`src/rtl/nrad_share_ctrl.sv`:
```
// nrad_share_ctrl: round-robin sequencer that time-shares one external
// combinational 4b/2b non-restoring divider between two valid/ready requesters.
module nrad_share_ctrl #(
    parameter int LAT = 1
) (
    input  logic       clk,
    input  logic       rst_n,
    input  logic       req0_valid,
    input  logic [3:0] req0_x,
    input  logic [1:0] req0_y,
    output logic       req0_ready,
    input  logic       req1_valid,
    input  logic [3:0] req1_x,
    input  logic [1:0] req1_y,
    output logic       req1_ready,
    output logic       rsp0_valid,
    output logic [2:0] rsp0_q,
    output logic [2:0] rsp0_r,
    output logic       rsp0_err,
    input  logic       rsp0_ready,
    output logic       rsp1_valid,
    output logic [2:0] rsp1_q,
    output logic [2:0] rsp1_r,
    output logic       rsp1_err,
    input  logic       rsp1_ready,
    output logic [3:0] div_x,
    output logic [1:0] div_y,
    input  logic [2:0] div_q,
    input  logic [2:0] div_r,
    output logic       busy
);

    typedef enum logic [1:0] {
        IDLE = 2'd0,
        CALC = 2'd1,
        RESP = 2'd2
    } state_e;

    localparam logic [1:0] CNT_INIT = 2'(LAT - 1);

    state_e          state_q, state_d;
    logic            prio_q, prio_d;
    logic            owner_q, owner_d;
    logic [1:0]      cnt_q, cnt_d;
    logic [3:0]      div_x_q, div_x_d;
    logic [1:0]      div_y_q, div_y_d;
    logic [1:0][2:0] q_q, q_d;
    logic [1:0][2:0] r_q, r_d;
    logic [1:0]      err_q, err_d;

    logic       grant0, grant1;
    logic       accept, acc_id, acc_err, rsp_take;
    logic [3:0] acc_x;
    logic [1:0] acc_y;

    // prio names the requester that wins when both are valid.
    assign grant0     = req0_valid & (~req1_valid | ~prio_q);
    assign grant1     = req1_valid & (~req0_valid | prio_q);
    assign req0_ready = rst_n & (state_q == IDLE) & grant0;
    assign req1_ready = rst_n & (state_q == IDLE) & grant1;
    assign accept     = req0_ready | req1_ready;
    assign acc_id     = grant1;
    assign acc_x      = acc_id ? req1_x : req0_x;
    assign acc_y      = acc_id ? req1_y : req0_y;
    // Dividing by one with x >= 8 yields a quotient that needs four bits.
    assign acc_err    = (acc_y == 2'd0) | ((acc_y == 2'd1) & acc_x[3]);
    assign rsp_take   = owner_q ? rsp1_ready : rsp0_ready;

    always_comb begin
        // NOTE: every variable gets a default first so no path leaves one unassigned and infers a latch.
        state_d = state_q;
        prio_d  = prio_q;
        owner_d = owner_q;
        cnt_d   = cnt_q;
        div_x_d = div_x_q;
        div_y_d = div_y_q;
        q_d     = q_q;
        r_d     = r_q;
        err_d   = err_q;
        case (state_q)
            IDLE: begin
                if (accept) begin
                    owner_d = acc_id;
                    if (acc_err) begin
                        q_d[acc_id]   = 3'b111;
                        r_d[acc_id]   = 3'b000;
                        err_d[acc_id] = 1'b1;
                        state_d       = RESP;
                    end else begin
                        div_x_d = acc_x;
                        div_y_d = acc_y;
                        cnt_d   = CNT_INIT;
                        state_d = CALC;
                    end
                end
            end
            CALC: begin
                if (cnt_q != 2'd0) begin
                    cnt_d = cnt_q - 2'd1;
                end else begin
                    q_d[owner_q]   = div_q;
                    r_d[owner_q]   = div_r;
                    err_d[owner_q] = 1'b0;
                    state_d        = RESP;
                end
            end
            RESP: begin
                if (rsp_take) begin
                    prio_d  = ~owner_q;
                    state_d = IDLE;
                end
            end
            default: state_d = IDLE;
        endcase
    end

    // NOTE: state is updated with non-blocking assignments so every flop samples pre-edge values.
    always_ff @(posedge clk or negedge rst_n) begin
        if (!rst_n) begin
            state_q <= IDLE;
            prio_q  <= 1'b0;
            owner_q <= 1'b0;
            cnt_q   <= 2'd0;
            div_x_q <= 4'd0;
            div_y_q <= 2'd0;
            // NOTE: result registers are reset because they drive outputs whose reset value is defined.
            q_q     <= '0;
            r_q     <= '0;
            err_q   <= '0;
        end else begin
            state_q <= state_d;
            prio_q  <= prio_d;
            owner_q <= owner_d;
            cnt_q   <= cnt_d;
            div_x_q <= div_x_d;
            div_y_q <= div_y_d;
            q_q     <= q_d;
            r_q     <= r_d;
            err_q   <= err_d;
        end
    end

    assign rsp0_valid = (state_q == RESP) & ~owner_q;
    assign rsp1_valid = (state_q == RESP) & owner_q;
    assign rsp0_q     = q_q[0];
    assign rsp0_r     = r_q[0];
    assign rsp0_err   = err_q[0];
    assign rsp1_q     = q_q[1];
    assign rsp1_r     = r_q[1];
    assign rsp1_err   = err_q[1];
    assign div_x      = div_x_q;
    assign div_y      = div_y_q;
    assign busy       = (state_q != IDLE);

endmodule

```
`config.mk`:
```
export PLATFORM = sky130hd
export DESIGN_NAME = nrad_share_ctrl
export DESIGN_NICKNAME = d
export VERILOG_FILES = /design/src/rtl/nrad_share_ctrl.sv
export SDC_FILE = /design/constraint.sdc
export NUM_CORES = 1
export LEC_CHECK = 0
export ABC_AREA = 1
export BUFFER_PORTS_ARGS = -buffer_cell sky130_fd_sc_hd__buf_2
export CAP_MARGIN = 20
export CORE_MARGIN = 1.5
export CORE_UTILIZATION = 54
export CTS_CLUSTER_SIZE = 24
export DETAILED_ROUTE_END_ITERATION = 8
export PLACE_DENSITY = 0.84
export SETUP_SLACK_MARGIN = 0.3
export SLEW_MARGIN = 20
export SYNTH_ARGS = -nofsm -noshare
export SYNTH_HDL_FRONTEND = slang
export SYNTH_SLANG_ARGS = --single-unit
```
`constraint.sdc`:
```
create_clock -name clk -period 3.5 [get_ports clk]
set_clock_uncertainty 0.1 [all_clocks]
set_input_delay 0.525 -clock clk [delete_from_list [all_inputs] [get_ports clk]]
set_output_delay 0.525 -clock clk [all_outputs]
set_load 0.005 [all_outputs]
```
# Word-level counts from Yosys, hierarchy flattened
# Cells that the tools add are included.
totals:
  reg_bits: 26
  latch_bits: 0
  ram_bits: 0
  mem_bits_ro: 0
  inputBits: 24
  out_inout_bits: 25
  n_memories: 0
classes:
  add_sub_neg: 1
  mul: 0
  div_mod_pow: 0
  order_cmp: 4
  n_eq_ne: 9
  shifts: 0
  muxes: 34
  n_bitwise: 23
  n_reduce_logical: 13
op_table:
  columns: ["op", "n"]
  rows:
  - ["$mux W6", 6]
  - ["$pmux W6 S2", 2]
  - ["$mux W2", 11]
  - ["$bwmux W6", 2]
  - ["$ne A2 B2 Y1 const B", 6]
  - ["$and A1 B1 Y1", 8]
  - ["$pmux W2 S2", 2]
  - ["$reduce_and A4 Y1", 2]
  - ["$and A6 B6 Y6", 1]
  - ["$demux W3 S1", 2]
  - ["$mux W3", 2]
  - ["$not A6 Y6", 1]
  - ["$or A6 B6 Y6", 1]
  - ["$pmux W2 S3", 1]
  - ["$reduce_and A3 Y1", 2]
  - ["$reduce_bool A2 Y1", 3]
  - ["$not A1 Y1", 5]
  - ["$eq A2 B1 Y1 const B", 2]
  - ["$logic_not A2 Y1", 2]
  - ["$lt A1 B2 Y1 const B", 2]
  - ["$mux W4", 1]
  - ["$or A1 B1 Y1", 4]
  - ["$reduce_and A2 Y1", 2]
  - ["$mux W1", 3]
  - ["8 further kinds", 11]

# Logic depth before layout (Yosys ltp)
# Gate-level depths: netlist (run 1).
logic_depth:
  word_depth: 12
  depth_mapped: 10

# Worst setup path after synthesis (run 1)
# OpenSTA, ideal clock, no wires.
synth_path:
  path_type: "input to output"
  from: "in req0_valid"
  to: "out req1_ready"
  t_arrival_ns: 0.896
  required_time_ns: 2.875
  path_slack_ns: 1.979
  path_stages: 5
  path_buffers: 0
  path_cell_list: "inv_1 > nand2_1 > nand2_4 > nand3_4 > inv_1"
synth_via:
  elab_chain_len: 4
synth_rtl:
  columns: ["element", "line_no", "rtl"]
  rows:
  - ["start: declaration", "8", "input logic req0_valid,"]
  - ["$not A1 Y1", "58", "assign grant1 = req1_valid & (~req0_valid | prio_q);"]
  - ["$or A1 B1 Y1", "58", null]
  - ["$and A1 B1 Y1", "58", null]
  - ["$and A1 B1 Y1", "60", "assign req1_ready = rst_n & (state_q == IDLE) & grant1;"]
  - ["end: declaration", "15", "output logic req1_ready,"]
# Every way passes these cells.

# Final worst setup path (run 1)
layout_path:
  from: "in rst_n"
  to: "out req0_ready"
layout_via:
  elab_chain_len: 2
layout_rtl:
  columns: ["element", "line_no", "rtl"]
  rows:
  - ["start: declaration", "7", "input logic rst_n,"]
  - ["$and A1 B1 Y1 (2 in series)", "59", "assign req0_ready = rst_n & (state_q == IDLE) & grant0;"]
  - ["end: declaration", "11", "output logic req0_ready,"]
# Every way passes these cells.

==> flow_metrics.py, run 1 <==
metrics = {
    "placed_design": {
        "finalWeightedCongestion": 0.756,
        "placed_area_um2": 1720,
        "dp_hpwl_mm": 2.29,
        "dp.cells": 260,
        "io_buffers": 48,
    },
    "cts": {
        "clock_path_buffers": 2,
        "cts_num_sinks": 26,
        "cts_resized": 0,
        "holdBufCountCts": 0,
        "htreeDepth": 1,
        "clock_latency_ns": 0.31,
        "cts_tree": "yes",
        "cts_buffers": 3,
        "cts-root-buf": "clkbuf_4",
        "post-cts-setup-buffer-count": 0,
        "clk_pin_slew_ns": 0.13,
    },
    "timing": {
        "post-route-period-util_pct": 60.4,
        "timing.slew.headroom_pct": 60.1,
        "fin_hold_ws_ns": 0.0964,
        "hold_viol_final": 0,
        "rsz0062_at_grt": "false",
        "finalSetupViolCount": 0,
        "slew_violations": 0,
        "tns_ns": 0,
        "tightest_slew_ns": 0.599,
        "fin_crit_ns": 2.11,
        "max_freq_ghz": 0.473,
    },
    "pwr": {
        "p_total_mw": 1.25,
        "p_leak_nw": 1.02,
        "ir_worst_vdd_mv": 0.455,
        "p_per_area_nw_per_um2": 717,
    },
    "setup_path": {
        "critPathKind": "in -> out",
        "r2r-start": "prio_q",
        "crit_slowest_cell": "buf_2",
        "end_kind": "output port",
        "r2r_cells": 9,
        "critPathBufInv": 3,
        "r2r-end": "cnt_q[1]",
        "critPathTopFamily": "buffers and inverters",
        "crit_path_start_kind": "input pin",
        "cp_data_arrival_time_ns": 1.49,
        "crit_path_max_incr_delay_ns": 0.47,
        "crit_top_cell": "buf_2",
        "cp_cell_sequence": "buf_2 > nand4_1 > inv_1 > buf_2",
        "cp.required_ns": 2.87,
        "crit_path_max_fanout": 28,
        "rrSetupSlack_ns": 1.69,
    },
    "flow_run": {
        "cap_violations": 0,
    },
    "detailed_routing": {
        "drc": 0,
        "vias_per_cell": 5.39,
        "wl_met2_mm": 1.44,
        "route.met3.wl_um": 153,
        "met1_length_mm": 1.41,
        "dr.pass1.iters": 4,
        "antenna_left": 0,
        "initialDrtViolationCount": 51,
        "finalWirelength_mm": 3.03,
        "routed.top_layer": "met4",
        "wl_per_cell_um": 11.5,
        "via_count": 1417,
    },
    "yosys": {
        "ys_seq_area_share_pct": 43.6,
        "yosys_register_bits": 26,
        "syn-instance-count": 187,
        "syn-num-nets": 212,
        "ys_warn_count": 0,
        "yosys.cell_types.count": 22,
        "synth_area_um2": 1490,
        "avgSynthCellArea_um2": 7.99,
    },
    "outcome": {
        "outcome": "finished clean",
    },
    "floorplanning": {
        "io_pins": 49,
        "die_y_um": 55.6,
        "rows": 18,
        "dieArea_um2": 3090,
        "core-area_um2": 2540,
        "initial_core_util_pct": 58.7,
        "die_x_um": 55.6,
    },
    "cells_and_area": {
        "area_growth_pct": 16.5,
        "multi_input_area_um2": 704,
        "n_antenna_cell": 0,
        "layout.cells.non_filler": 263,
        "fin_nets": 260,
        "drive_gt1_share_pct": 30.0,
        "seqCellArea_um2": 651,
        "nFillCells": 228,
        "final_cell_area_um2": 1740,
    },
    "grt": {
        "grt_pass1_wl_mm": 5.11,
        "grt_max_degree": 29,
        "grt_usage_pct": 20.3,
        "antenna_found_initial": 0,
        "gr-total-overflow": 0,
        "grt_pass1_vias": 1189,
    },
    "worst_hold_path": {
        "hold_class": "in -> async",
    },
}
[placed cells by master (no fill, tap or decap)]
cell type and count:
ha_1 1, nand2_2 7, inv_1 18, nand4_1 13, buf_2 48, nor2_1 4
nand2_4 2, dfrtp_1 26, o21ai_1 8, nor2_4 1, inv_2 2, nand2_1 60
nand3_4 1, clkbuf_4 3, o21ai_0 10, mux2i_1 3, nor2_8 1, nand3_2 4
clkinv_1 1, nand3_1 19, inv_4 1
[synth_stat cells]
library cell / n / area (um2)
buf_2: 1 / 5.00
buf_6: 3 / 33.8
buf_8: 1 / 15.0
clkinv_1: 1 / 3.75
dfrtp_1: 26 / 651
ha_1: 1 / 12.5
inv_1: 18 / 67.6
inv_2: 2 / 7.51
inv_4: 1 / 6.26
mux2i_1: 3 / 30.0
nand2_1: 60 / 225
nand2_2: 7 / 43.8
nand2_4: 2 / 22.5
nand3_1: 19 / 95.1
nand3_2: 4 / 40.0
nand3_4: 1 / 17.5
nand4_1: 13 / 81.3
nor2_1: 4 / 15.0
nor2_4: 1 / 11.3
nor2_8: 1 / 20.0
o21ai_0: 10 / 50.1
o21ai_1: 8 / 40.0
[flip-flops by register name, summed over array words and instances (netlist names)]
| signal | flops |
|---|---|
| prio_q | 1 |
| cnt_q | 2 |
| rsp0_r | 3 |
| rsp0_q | 3 |
| rsp1_q | 3 |
| err_q | 2 |
| div_y | 2 |
| owner_q | 1 |
| rsp1_r | 3 |
| state_q | 2 |
| div_x | 4 |
[through the flow]
step	worst slack [ns]	utilization, %
2_1_floorplan	1.98	-
3_3_place_gp	1.35	67.5
3_5_place_dp	1.31	67.5
4_1_cts	1.34	68.4
5_1_grt	1.22	68.4
6_report	1.39	68.4
[layout make-up]
cell class	count	area share, %
Clock buffer	3	1.29
Tap cell	30	2.16
Timing Repair Buffer	48	13.8
Inverter	22	4.89
Sequential cell	26	37.4
Multi-Input combinational cell	134	40.5
[logic make-up after synthesis]
kind of cell,synth area share [%]
mux,2.01
buf+inv,9.30
simple gates,38.3
fa+ha+maj,0.837
flops,43.6
compound gates,6.03
[report_power, final]
group | total, mW | leakage, nW | switching, mW | internal (mW)
sequential | 0.525 | 0.322 | 0.102 | 0.423
combinational | 0.604 | 0.681 | 0.372 | 0.232
clock | 0.120 | 0.0138 | 0.0799 | 0.0402
total | 1.25 | 1.02 | 0.553 | 0.695
[layer usage]
metal	GRT usage, %	vias up
li1	-	707
met1	28.6	661
met2	33.3	44
met3	2.56	5
met4	5.23	0
met5	0	-
[worst max-delay path by stage]
stage                  to  startpoint  cells past startpoint  slack, ns
2_1_floorplan  req1_ready  req0_valid                      5       1.98
3_3_place_gp   req0_ready       rst_n                      4       1.35
3_5_place_dp     cnt_q[0]       rst_n                      6       1.31
4_1_cts        req0_ready       rst_n                      4       1.34
5_1_grt        req0_ready       rst_n                      4       1.22
6_report       req0_ready       rst_n                      4       1.39
Power figures use the tool's default switching activity.
==> inputs of run 2 (changes only) <==
CORE_UTILIZATION = 45   (was 54)
PLACE_DENSITY = 0.75   (was 0.84)
clock period = 1.9 ns   (was 3.5 ns; I/O delays follow)
==> run 2 against run 1 <==
Combinational power rose to 3.2 times the previous value; flip-flop and latch count did not move; clock power rose to 3.2 times the previous value; non-clock buffer count rose by 21; first-iteration DRC count rose by 49%; clock-buffer cell count did not move; register-to-register slack got worse by 1.5 ns; final cell count rose by 15%; sequential share of layout area fell by 8.0 points; global-route usage rose by 0.85 points; design area rose by 28%.
==> flow_metrics.py, run 2 (synthesis gave the netlist of run 1 again) <==
metrics = {
    "timing": {
        "fin_crit_ns": 1.73,
        "rsz0062_at_grt": "true",
        "max_freq_ghz": 0.579,
        "tns_ns": 0,
        "post-route-period-util_pct": 90.9,
        "tightest_slew_ns": 0.322,
        "timing.slew.headroom_pct": 78.5,
        "hold_viol_final": 0,
        "finalSetupViolCount": 0,
        "slew_violations": 0,
    },
    "grt": {
        "antenna_found_initial": 0,
        "grt_max_degree": 27,
        "grt_usage_pct": 21.2,
        "grt_pass1_vias": 1311,
        "grt_pass1_wl_mm": 5.78,
        "gr-total-overflow": 0,
    },
    "cells_and_area": {
        "most-common-layout-cells": "buf_2 (48), nand2_1 (46), dfrtp_1 (24), inv_1 (17), nand3_1 (16)",
        "largest_register_ffs": 4,
        "fin_nets": 285,
        "drive_gt1_share_pct": 47.1,
        "area_growth_pct": 48.9,
        "n_antenna_cell": 0,
        "final_common_cell": "buf_2",
    },
    "setup_path": {
        "cp.required_ns": 1.51,
        "crit_path_start_kind": "flip-flop",
        "end_kind": "output port",
        "crit_path_max_fanout": 4,
        "cp_data_arrival_time_ns": 1.34,
        "critPathKind": "reg -> out",
    },
    "cts": {
        "clk_pin_slew_ns": 0.14,
        "clock_path_buffers": 2,
        "cts-root-buf": "clkbuf_4",
        "clock_latency_ns": 0.33,
        "htreeDepth": 1,
        "cts_buffers": 3,
        "cts_tree": "yes",
        "cts_num_sinks": 26,
    },
    "detailed_routing": {
        "via_count": 1662,
        "dr.pass1.iters": 5,
        "finalWirelength_mm": 4.72,
        "antenna_left": 0,
        "wl_per_cell_um": 15.6,
        "drc": 0,
        "initialDrtViolationCount": 76,
        "vias_per_cell": 5.49,
    },
    "pwr": {
        "combPwrFrac_pct": 59.2,
        "seqPwrFrac_pct": 29.1,
        "p_sw_mw": 1.47,
        "power_frac_clock_pct": 11.7,
        "p_per_area_nw_per_um2": 1470,
        "p_leak_nw": 1.23,
        "p_int_mw": 1.81,
        "p_total_mw": 3.28,
        "switching_share_pct": 44.7,
        "ir_worst_vdd_mv": 0.680,
    },
    "floorplanning": {
        "die_x_um": 60.6,
        "rows": 20,
        "die_y_um": 60.6,
        "dieArea_um2": 3670,
        "core-area_um2": 3100,
        "initial_core_util_pct": 48.1,
        "io_pins": 49,
    },
    "flow_run": {
        "cap_violations": 0,
    },
    "worst_hold_path": {
        "hold_class": "in -> reg",
    },
    "placed_design": {
        "io_buffers": 48,
        "dp_hpwl_mm": 2.53,
        "finalWeightedCongestion": 0.777,
    },
    "outcome": {
        "outcome": "finished clean",
    },
}
[run 2: changes by cell type in the layout (fill, tap and decap cells not counted), moves of 4 or more]
cell and delta:
buf_4 +15, nand2_1 -14, nand2_2 +6, nand2_4 +8, nand3_4 +6, o21ai_0 -5, o21ai_2 +4
[run 2: worst max-delay path, cell delays in order, from the launching register on]
cell     delay [ns]
dfrtp_2        0.48
nor2_8         0.14
buf_4          0.13
nand3_4        0.10
inv_1          0.06
buf_2          0.10
[run 2: power groups by stage]
| stage | combinational (mW) | clock, mW | sequential, mW |
|---|---|---|---|
| floorplan | 0.826 | 0 | 0.952 |
| global placement | 1.15 | 0 | 0.939 |
| detailed placement | 1.18 | 0 | 0.948 |
| CTS | 1.33 | 0.386 | 0.932 |
| global route | 2.10 | 0.415 | 0.979 |
| finish | 1.94 | 0.384 | 0.952 |
[run 2: metal layers]
layer	GRT usage (%)	up-vias	part of all wire [%]
met4	8.07	0	3.0
met2	36.3	88	51
met1	27.8	793	39
met5	0	-	0
met3	1.92	18	6.9
li1	-	763	-
[run 2: path summary, 6_finish.rpt]
kind	slack, ns	end	depth (start not counted)	start
worst max-delay path	0.17	req1_ready	5	state_q[0]
worst min-delay path	0.12	div_x[2]	3	req1_x[2]
worst max register to register	0.22	cnt_q[1]	7	state_q[0]
worst min register to register	0.39	div_y[0]	2	div_y[0]
max in group asynchronous	0.99	state_q[1]	3	rst_n
min in group asynchronous	0.44	rsp0_r[0]	3	rst_n
[run 2: repair_timing]
action | CTS | global route
hold buffers | 1 | 0
endpoints found under the setup margin | 27 | 24
endpoints found under the hold margin | 26 | 0
pin swaps | 4 | 11
gates resized for setup | 8 | 51
gates cloned | 0 | 4
setup buffers | 7 | 10
[run 2: through the flow]
stage,utilization (%),instance area (um2),hold WS [ns],worst slack (ns),std cells
floorplan,-,1490,-0.111,0.472,187
finish,71.7,2220,0.119,0.173,303
detailed placement,56.7,1760,0.273,0.196,277
CTS,61.4,1900,0.132,0.196,289
global route,71.7,2220,0.148,0.108,303
global placement,56.7,1760,0.270,0.213,277
[run 2: area by class of cell]
cell class	count	area, um2
Sequential cell	26	653
Timing Repair inverter	2	12.5
Clock inverter	1	30.0
Inverter	22	101
Multi-Input combinational cell	136	905
Fill cell	231	878
Timing Repair Buffer	69	445
Tap cell	44	55.1
Clock buffer	3	22.5
==> inputs of run 3 (changes only) <==
CORE_MARGIN = not set   (was 1.5)
CORE_UTILIZATION = 47   (was 45)
CTS_BUF_LIST = sky130_fd_sc_hd__clkbuf_2   (was not set)
PLACE_DENSITY = 0.78   (was 0.75)
==> run 3 against run 2 <==
Maximum frequency shrank 1.3%; design area decreased by 7.3%; largest power group unchanged; sequential share of layout area up 2.4 points; core utilization down 3.6 points; flip-flop and latch count is the same; largest cell class unchanged; wire length decreased by 13%; final cell count shrank 2.3%; via count down 5.9%; global-route usage up 0.89 points; critical path depth increased by 5; register-to-register slack worse by 0.07 ns; critical endpoint is now rsp1_q[1]; clock-buffer cell count did not move.
==> flow_metrics.py, run 3 (synthesis gave the netlist of run 1 again) <==
metrics = {
    "floorplanning": {
        "die_x_um": 58.4,
        "initial_core_util_pct": 49.3,
        "die_y_um": 58.4,
        "dieArea_um2": 3410,
        "rows": 20,
        "io_pins": 49,
        "core-area_um2": 3030,
    },
    "grt": {
        "grt_usage_pct": 22.1,
        "grt_max_degree": 25,
        "grt_pass1_wl_mm": 5.75,
        "grt_pass1_vias": 1316,
        "antenna_found_initial": 0,
        "gr-total-overflow": 0,
    },
    "worst_hold_path": {
        "hold_start": "req1_x[2]",
        "worstHoldPathCells": 3,
        "min_to": "div_x[2]",
        "hold_class": "in -> reg",
    },
    "cts": {
        "cts_buffers": 3,
        "cts_num_sinks": 26,
        "clock_path_buffers": 2,
        "htreeDepth": 1,
        "cts-root-buf": "clkbuf_2",
        "cts_tree": "yes",
        "clock_latency_ns": 0.36,
        "clk_pin_slew_ns": 0.24,
    },
    "timing": {
        "rsz0062_at_grt": "true",
        "post-route-period-util_pct": 92.1,
        "tns_ns": 0,
        "worst_slack_ns": 0.150,
        "slew_violations": 0,
        "tightest_slew_ns": 0.303,
        "finalSetupViolCount": 0,
        "hold_viol_final": 0,
        "fin_crit_ns": 1.75,
        "timing.slew.headroom_pct": 79.8,
        "max_freq_ghz": 0.572,
    },
    "setup_path": {
        "crit_path_start_kind": "flip-flop",
        "critPathKind": "reg -> reg",
        "crit_path_max_fanout": 8,
        "crit_path_max_incr_delay_ns": 0.50,
        "rrSetupSlack_ns": 0.15,
        "cp_cell_sequence": "nor2_8 > nand4_1 > buf_4 > buf_6 > nand3_4 > nand2_8 > clkinv_8 > buf_6 > nand4_1 > nand2_1",
        "crit_slowest_cell": "dfrtp_2",
        "end_kind": "flip-flop",
        "r2r_cells": 10,
        "r2r-end": "rsp1_q[1]",
        "r2r-start": "state_q[1]",
        "cp_data_arrival_time_ns": 1.97,
        "cp.required_ns": 2.12,
    },
    "cells_and_area": {
        "final_cell_area_um2": 2060,
        "nFillCells": 223,
        "utilization_pct": 68.1,
        "n_antenna_cell": 0,
        "most-common-layout-cells": "buf_2 (48), nand2_1 (44), dfrtp_1 (23), nand2_2 (18), nand3_1 (17)",
        "area_growth_pct": 38.0,
        "final_common_cell": "buf_2",
        "drive_gt1_share_pct": 44.4,
        "fin_nets": 278,
        "largest_register_ffs": 4,
    },
    "pwr": {
        "p_total_mw": 2.85,
        "p_leak_nw": 1.15,
        "ir_worst_vdd_mv": 0.625,
        "p_per_area_nw_per_um2": 1380,
    },
    "flow_run": {
        "cap_violations": 0,
    },
    "detailed_routing": {
        "wl_per_cell_um": 13.9,
        "initialDrtViolationCount": 103,
        "drc": 0,
        "finalWirelength_mm": 4.10,
        "dr.pass1.iters": 7,
        "via_count": 1564,
        "antenna_left": 0,
        "vias_per_cell": 5.28,
    },
    "placed_design": {
        "finalWeightedCongestion": 0.821,
        "io_buffers": 48,
        "dp_hpwl_mm": 2.40,
        "place_ws_ns": 0.225,
        "placed_area_um2": 1750,
    },
    "outcome": {
        "outcome": "finished clean",
    },
}
## run 3: cell types whose count changed in the layout (fill, tap and decap cells not counted), sizes merged
cell      before  now
buf           68   64
clkinvlp       1    0
bufinv         1    0
nand2         71   69
inv           22   21
clkinv         1    3
## run 3: critical path: cells and delay by family (launching register included)
| family | cells | cell delay, ns |
|---|---|---|
| flip-flops | 1 | 0.50 |
| buffers and inverters | 4 | 0.47 |
| AND/OR/NAND/NOR | 6 | 0.61 |
## run 3: area by class of cell
cell class	instances	area (um2)	area share, %
Clock buffer	3	15.0	0.728
Clock inverter	1	3.75	0.182
Inverter	22	98.8	4.79
Multi-Input combinational cell	134	838	40.7
Sequential cell	26	654	31.7
Tap cell	44	55.1	2.67
Timing Repair Buffer	65	390	18.9
Timing Repair inverter	1	6.26	0.303
## run 3: worst max path at each step
stage / startpoint / end / slack (ns)
2_1_floorplan: state_q[0] / rsp1_r[0] / 0.47
3_3_place_gp: req1_valid / cnt_q[0] / 0.22
3_5_place_dp: req1_valid / cnt_q[0] / 0.23
4_1_cts: state_q[1] / req0_ready / 0.19
5_1_grt: state_q[1] / rsp1_q[1] / 0.08
6_report: state_q[1] / rsp1_q[1] / 0.15
## run 3: layer usage
| layer | global-route usage [%] | wire (um) | vias up | part of all wire [%] |
|---|---|---|---|---|
| li1 | - | - | 750 | - |
| met1 | 29.4 | 1730 | 736 | 42 |
| met2 | 37.3 | 2100 | 69 | 51 |
| met3 | 2.86 | 204 | 9 | 5.0 |
| met4 | 7.48 | 66 | 0 | 1.6 |
| met5 | 0 | 0 | - | 0 |
## run 3: per-stage QoR
stage / std cells / hold WS (ns)
floorplan: 187 / -0.111
global placement: 276 / 0.0244
detailed placement: 276 / 0.0223
CTS: 292 / 0.102
global route: 296 / 0.0817
finish: 296 / 0.0802
## run 3: what timing repair did
action	CTS	global route
cloned	1	0
pin swaps	6	7
buffers inserted	10	4
hold endpoints to repair	26	0
hold buffers	1	0
endpoints found under the setup margin	26	22
resized for setup	13	33
## run 3: report_power, final
group          switching, mW  internal (mW)  leakage [nW]
clock network          0.166         0.0457        0.0140
logic                  0.987          0.705         0.822
registers              0.169          0.780         0.318
total                   1.32           1.53          1.15
